[config.mk]
export PLATFORM = sky130hd
export DESIGN_NAME = c2c_sym_unpacker_flat
export DESIGN_NICKNAME = d
export VERILOG_FILES = /design/src/rtl/c2c_sym_unpacker_if.sv /design/src/rtl/c2c_sym_unpacker.sv /design/src/flat_wrapper.sv
export SDC_FILE = /design/constraint.sdc
export NUM_CORES = 1
export LEC_CHECK = 0
export CAP_MARGIN = 20
export CORE_MARGIN = 4
export CORE_UTILIZATION = 50
export DETAILED_ROUTE_END_ITERATION = 6
export PLACE_DENSITY = 0.81
export SKIP_CTS_REPAIR_TIMING = 1
export SLEW_MARGIN = 20
export SYNTH_ARGS = -nofsm -noshare
export SYNTH_HDL_FRONTEND = slang
export SYNTH_SLANG_ARGS = --single-unit
export TNS_END_PERCENT = 1
[constraint.sdc]
create_clock -name CLK -period 5.2 [get_ports CLK]
set_clock_uncertainty 0.05 [all_clocks]
set_input_delay 0.78 -clock CLK [delete_from_list [all_inputs] [get_ports CLK]]
set_output_delay 0.78 -clock CLK [all_outputs]
set_load 0.1 [all_outputs]
[src/rtl/c2c_sym_unpacker_if.sv]
// Bundle of the symbol-FIFO read side and the word-level output side of the unpacker.
// No logic of its own; latency is whatever the attached unpacker implements.
// Backpressure: OUT_READY gates the unpacker's FIFO pops while a word is held.
interface c2c_sym_unpacker_if #(
    parameter int WORD_NIB = 8,
    parameter int ERR_W    = 8
);
    logic [4:0]            FIFO_RDATA;
    logic                  FIFO_EMPTY;
    logic                  FIFO_RDEN;
    logic [4*WORD_NIB-1:0] OUT_DATA;
    logic                  OUT_VALID;
    logic                  OUT_READY;
    logic                  ERR;
    logic [ERR_W-1:0]      ERR_CNT;

    // Unpacker side: consumes FIFO symbols, produces words and error reports.
    modport slave (
        input  FIFO_RDATA, FIFO_EMPTY, OUT_READY,
        output FIFO_RDEN, OUT_DATA, OUT_VALID, ERR, ERR_CNT
    );

    // Environment side: owns the FIFO head and the downstream ready.
    modport master (
        output FIFO_RDATA, FIFO_EMPTY, OUT_READY,
        input  FIFO_RDEN, OUT_DATA, OUT_VALID, ERR, ERR_CNT
    );
endinterface

[src/rtl/c2c_sym_unpacker.sv]
// Drains 5-bit {SOF,nibble} symbols from a show-ahead FIFO and assembles WORD_NIB-nibble words.
// Latency: word valid the cycle after its last nibble is popped; one symbol per cycle sustained.
// Backpressure: while a word waits for OUT_READY no symbol is popped; the handshake cycle may pop.
module c2c_sym_unpacker #(
    parameter int WORD_NIB = 8,
    parameter int ERR_W    = 8
) (
    input  logic                  CLK,
    input  logic                  RST,
    c2c_sym_unpacker_if.slave     bus
);

    localparam int IDX_W = $clog2(WORD_NIB);
    localparam logic [IDX_W-1:0] LAST_IDX = IDX_W'(WORD_NIB - 1);

    typedef enum logic [1:0] {
        S_HUNT    = 2'd0,
        S_COLLECT = 2'd1,
        S_HOLD    = 2'd2
    } state_t;

    state_t                state_q, state_d;
    logic [IDX_W-1:0]      idx_q, idx_d;
    logic [4*WORD_NIB-1:0] data_q, data_d;
    logic                  err_q, err_d;
    logic [ERR_W-1:0]      cnt_q, cnt_d;
    logic                  pop;
    logic                  sym_sof;
    logic [3:0]            sym_nib;

    assign sym_sof = bus.FIFO_RDATA[4];
    assign sym_nib = bus.FIFO_RDATA[3:0];

    // Pop decision, framing FSM, nibble placement and error counting.
    always_comb begin
        state_d = state_q;
        idx_d   = idx_q;
        data_d  = data_q;
        err_d   = 1'b0;
        cnt_d   = cnt_q;
        pop     = !RST && !bus.FIFO_EMPTY && (state_q != S_HOLD || bus.OUT_READY);

        case (state_q)
            S_COLLECT: begin
                if (pop) begin
                    if (sym_sof) begin
                        // Premature SOF: drop the partial word and restart on this symbol.
                        err_d       = 1'b1;
                        data_d[3:0] = sym_nib;
                        idx_d       = IDX_W'(1);
                    end else begin
                        data_d[{idx_q, 2'b00} +: 4] = sym_nib;
                        if (idx_q == LAST_IDX) begin
                            state_d = S_HOLD;
                            idx_d   = '0;
                        end else begin
                            idx_d = idx_q + IDX_W'(1);
                        end
                    end
                end
            end
            default: begin
                // HUNT, or HOLD in its handshake cycle, which then behaves like HUNT.
                if (state_q == S_HOLD && bus.OUT_READY) begin
                    state_d = S_HUNT;
                end
                if (pop) begin
                    if (sym_sof) begin
                        data_d[3:0] = sym_nib;
                        idx_d       = IDX_W'(1);
                        state_d     = S_COLLECT;
                    end else begin
                        err_d = 1'b1;
                    end
                end
            end
        endcase

        if (err_d && cnt_q != '1) begin
            cnt_d = cnt_q + ERR_W'(1);
        end
    end

    // State, assembly register and error reporting; reset discards any partial or held word.
    always_ff @(posedge CLK) begin
        if (RST) begin
            state_q <= S_HUNT;
            idx_q   <= '0;
            data_q  <= '0;
            err_q   <= 1'b0;
            cnt_q   <= '0;
        end else begin
            state_q <= state_d;
            idx_q   <= idx_d;
            data_q  <= data_d;
            err_q   <= err_d;
            cnt_q   <= cnt_d;
        end
    end

    assign bus.FIFO_RDEN = pop;
    assign bus.OUT_DATA  = data_q;
    assign bus.OUT_VALID = (state_q == S_HOLD);
    assign bus.ERR       = err_q;
    assign bus.ERR_CNT   = cnt_q;

endmodule
[src/flat_wrapper.sv]
// flat-port wrapper written by rule: the top's interface ports become plain ports
module c2c_sym_unpacker_flat 
#(
    parameter int WORD_NIB = 8,
    parameter int ERR_W    = 8
)
  (CLK, RST, bus_FIFO_RDATA, bus_FIFO_EMPTY, bus_OUT_READY, bus_FIFO_RDEN, bus_OUT_DATA, bus_OUT_VALID, bus_ERR, bus_ERR_CNT);
  c2c_sym_unpacker_if #(.WORD_NIB(WORD_NIB), .ERR_W(ERR_W)) bus_i ();
  input  logic CLK;
  input  logic RST;
  input wire logic [$bits(bus_i.FIFO_RDATA)-1:0] bus_FIFO_RDATA;
  input wire logic [$bits(bus_i.FIFO_EMPTY)-1:0] bus_FIFO_EMPTY;
  input wire logic [$bits(bus_i.OUT_READY)-1:0] bus_OUT_READY;
  output wire logic [$bits(bus_i.FIFO_RDEN)-1:0] bus_FIFO_RDEN;
  output wire logic [$bits(bus_i.OUT_DATA)-1:0] bus_OUT_DATA;
  output wire logic [$bits(bus_i.OUT_VALID)-1:0] bus_OUT_VALID;
  output wire logic [$bits(bus_i.ERR)-1:0] bus_ERR;
  output wire logic [$bits(bus_i.ERR_CNT)-1:0] bus_ERR_CNT;
  assign bus_i.FIFO_RDATA = bus_FIFO_RDATA;
  assign bus_i.FIFO_EMPTY = bus_FIFO_EMPTY;
  assign bus_i.OUT_READY = bus_OUT_READY;
  assign bus_FIFO_RDEN = bus_i.FIFO_RDEN;
  assign bus_OUT_DATA = bus_i.OUT_DATA;
  assign bus_OUT_VALID = bus_i.OUT_VALID;
  assign bus_ERR = bus_i.ERR;
  assign bus_ERR_CNT = bus_i.ERR_CNT;
  c2c_sym_unpacker #(.WORD_NIB(WORD_NIB), .ERR_W(ERR_W)) u_core (.CLK(CLK), .RST(RST), .bus(bus_i));
endmodule
==> impl_metrics.tcl <==
set metrics [dict create \
    seqPwrFrac 0.514 \
    drtPass1Iterations 4 \
    grt_pass1_wl_um 8490 \
    synth-seq-cells 46 \
    synth_nets 256 \
    cp-endpoint "bus_FIFO_RDEN" \
    clkTransAtPathRegs_ns 0.09 \
    via_count 1896 \
    drt_iter0_markers 140 \
    fin_nets 301 \
    cp-end-kind "output pin" \
    required_ns 4.37 \
    globalplace.congestion 0.866 \
    grt_pass1_vias 1789 \
    yosys_warnings 0 \
    viasPerCell 5.66 \
    synth_area_leaders "dfxtp_1 (44%), nand3_1 (7.8%), a21oi_1 (5.5%), ha_1 (4.7%), nand2_1 (4.3%)" \
    area_delta_synth_final_pct 29.2 \
    finalSetupTns_ns 0 \
    wl_um 5020 \
    die_h_um 73.0 \
    hold_violations 0 \
    fp.dieArea_um2 5320 \
    cts_buffers 5 \
    maxSlewHeadroom 0.344 \
    antenna_left 0 \
    cp_max_fo 23 \
    seq_area_frac_synth 0.437 \
    grt_usage 0.203 \
    synthArstFlopShare 0 \
    drc 0 \
    r2r_start "u_core.idx_q[0]" \
    antenna_found_initial 0 \
    synthFlopType "dfxtp_1" \
    vdd.ir_drop.worst_mv 0.174 \
    synth_cell_types 44 \
    status "completed" \
    regToRegEndpoint "u_core.bus.OUT_DATA[16]" \
    syn_inst 239 \
    initial_core_util 0.524 \
    post_drt_wl_per_cell_um 15.0 \
    clock.fmax_mhz 305 \
    rows 23 \
    final_cell_mix "clkdlybuf4s50_1 (50), dfxtp_1 (46), nand3_1 (33)" \
    cp.arrival_ns 2.45 \
    fin_crit_ns 3.28 \
    netlist_area_um2 2110 \
    total_power_mw 0.700 \
    rsz0062_at_grt "no" \
    hp-class "register to register" \
    p_int_mw 0.521 \
    worstSetupStartpoint "RST" \
    crit_type "input port to output pin" \
    postSynthAreaPerCell_um2 8.83 \
    p_leak_nw 0.956 \
    p_clk_frac 0.379 \
    grt-ovfl-total 0 \
    cap_violations 0 \
    synth_edf_count 0 \
    netSwitchingPower_mw 0.179 \
    swShare 0.256 \
    hpwl_um 3700 \
    cts_buffer_depth 2 \
    tightest_slew_ns 0.981 \
    die_w_um 73.0 \
    grt_max_degree 24 \
    slew_violations 0 \
    cts-root-buf "clkbuf_8" \
    setup_violations 0 \
    p_per_area_nw_per_um2 257 \
    yosys.area.top_type_share 0.437 \
    io_pins 52 \
    cts.sinks 46 \
    synth.largest_area_cell "dfxtp_1" \
    cts_tree "done" \
    coreArea_um2 4030 \
    place.port_buffers 51 \
    p_comb_frac 0.107 \
    antenna_cells 0 \
    startpoint_type "input port" \
    mostFrequentLayoutCell "clkdlybuf4s50_1" \
    rrSetupSlack_ns 2.71 \
    cts.htree.levels 2 \
    ff2ff_path_depth 7 \
    fin_crit_sh 0.630 \
    insertion_delay_ns 0.30 \
    drive_above_1_share 0.0702 \
]
[sequential cells by signal, summed over array words and instances, names as in the netlist]
signal and flops:
u_core.bus.OUT_DATA 32, u_core.idx_q 3, u_core.bus.ERR 1, u_core.state_q 2, u_core.bus.ERR_CNT 8
[cell families (layout without fill, tap and decap cells)]
group	after synthesis	count (layout)	synth area share
adder cells (fa/ha/maj)	8	8	0.0475
XOR/XNOR	1	1	0.00415
multiplexers	5	5	0.0261
buffers and inverters	23	69	0.0498
AND/OR/NAND/NOR	97	97	0.262
AO/OA/AOI/OAI	59	59	0.174
flip-flops	46	46	0.437
[per-layer routing]
metal | vias to the layer above | GRT usage | part of all wire
li1 | 961 | - | -
met1 | 873 | 0.276 | 0.45
met2 | 55 | 0.315 | 0.48
met3 | 7 | 0.0482 | 0.059
met4 | 0 | 0.0717 | 0.013
met5 | - | 0 | 0
[power by group through the flow]
| stage | logic, mW | clock network, mW | registers (mW) |
|---|---|---|---|
| after CTS | 0.0746 | 0.268 | 0.360 |
| after global routing | 0.0790 | 0.283 | 0.361 |
| final | 0.0746 | 0.265 | 0.360 |
| after global placement | 0.0736 | 0 | 0.368 |
| after detailed placement | 0.0743 | 0 | 0.368 |
| after floorplan | 0.0311 | 0 | 0.389 |
[Yosys cell counts, types with 2 or more instances]
cell type and instances:
o311ai_0 3, and3_1 3, nor3b_1 2, nand2_1 24
clkbuf_1 10, a211oi_1 3, ha_1 8, o211ai_1 2
nand4_1 2, and2_1 2, a22o_2 4, inv_1 9
buf_4 3, a21oi_1 23, a31oi_1 2, o21ai_0 15
nor2b_1 2, nand3_1 33, nor3_1 7, dfxtp_1 46
mux2i_1 4, nor2_1 5, o31ai_1 3, nand2b_1 2
nor4_1 2, o41ai_1 2
[stage by stage]
stage          hold WS, ns  instances  utilization  instance area (µm²)  setup slack, ns
5_1_grt              0.429        335        0.677                 2730             1.84
6_report             0.414        335        0.677                 2730             1.92
3_5_place_dp         0.400        327        0.649                 2620             1.92
3_3_place_gp         0.398        327        0.649                 2620             1.97
4_1_cts              0.412        335        0.677                 2730             1.94
2_1_floorplan        0.420        239            -                 2110             1.34
[worst min-delay path by stage]
stage / startpoint / to / slack (ns) / cells after the start
6_report: u_core.bus.OUT_DATA[6] / u_core.bus.OUT_DATA[6] / 0.41 / 2
3_3_place_gp: u_core.bus.OUT_DATA[5] / u_core.bus.OUT_DATA[5] / 0.40 / 2
5_1_grt: u_core.bus.OUT_DATA[6] / u_core.bus.OUT_DATA[6] / 0.43 / 2
4_1_cts: u_core.bus.OUT_DATA[5] / u_core.bus.OUT_DATA[5] / 0.41 / 2
2_1_floorplan: u_core.idx_q[2] / u_core.idx_q[2] / 0.42 / 2
3_5_place_dp: u_core.bus.OUT_DATA[5] / u_core.bus.OUT_DATA[5] / 0.40 / 2
[final cells by class]
| type | instances | area [µm²] |
|---|---|---|
| repair buffers | 52 | 515 |
| clock buffers | 6 | 72.6 |
| multi-input cells | 170 | 1080 |
| inverters | 9 | 33.8 |
| fillers | 342 | 1300 |
| well taps | 50 | 62.6 |
| clock inverters | 2 | 37.5 |
| flip-flops and latches | 46 | 921 |
[worst max-delay path: stages]
cell and delay, ns:
clkdlybuf4s50_1 0.88, nor3_1 0.43, buf_4 0.35
No activity file was read; power rests on OpenSTA's default activity.
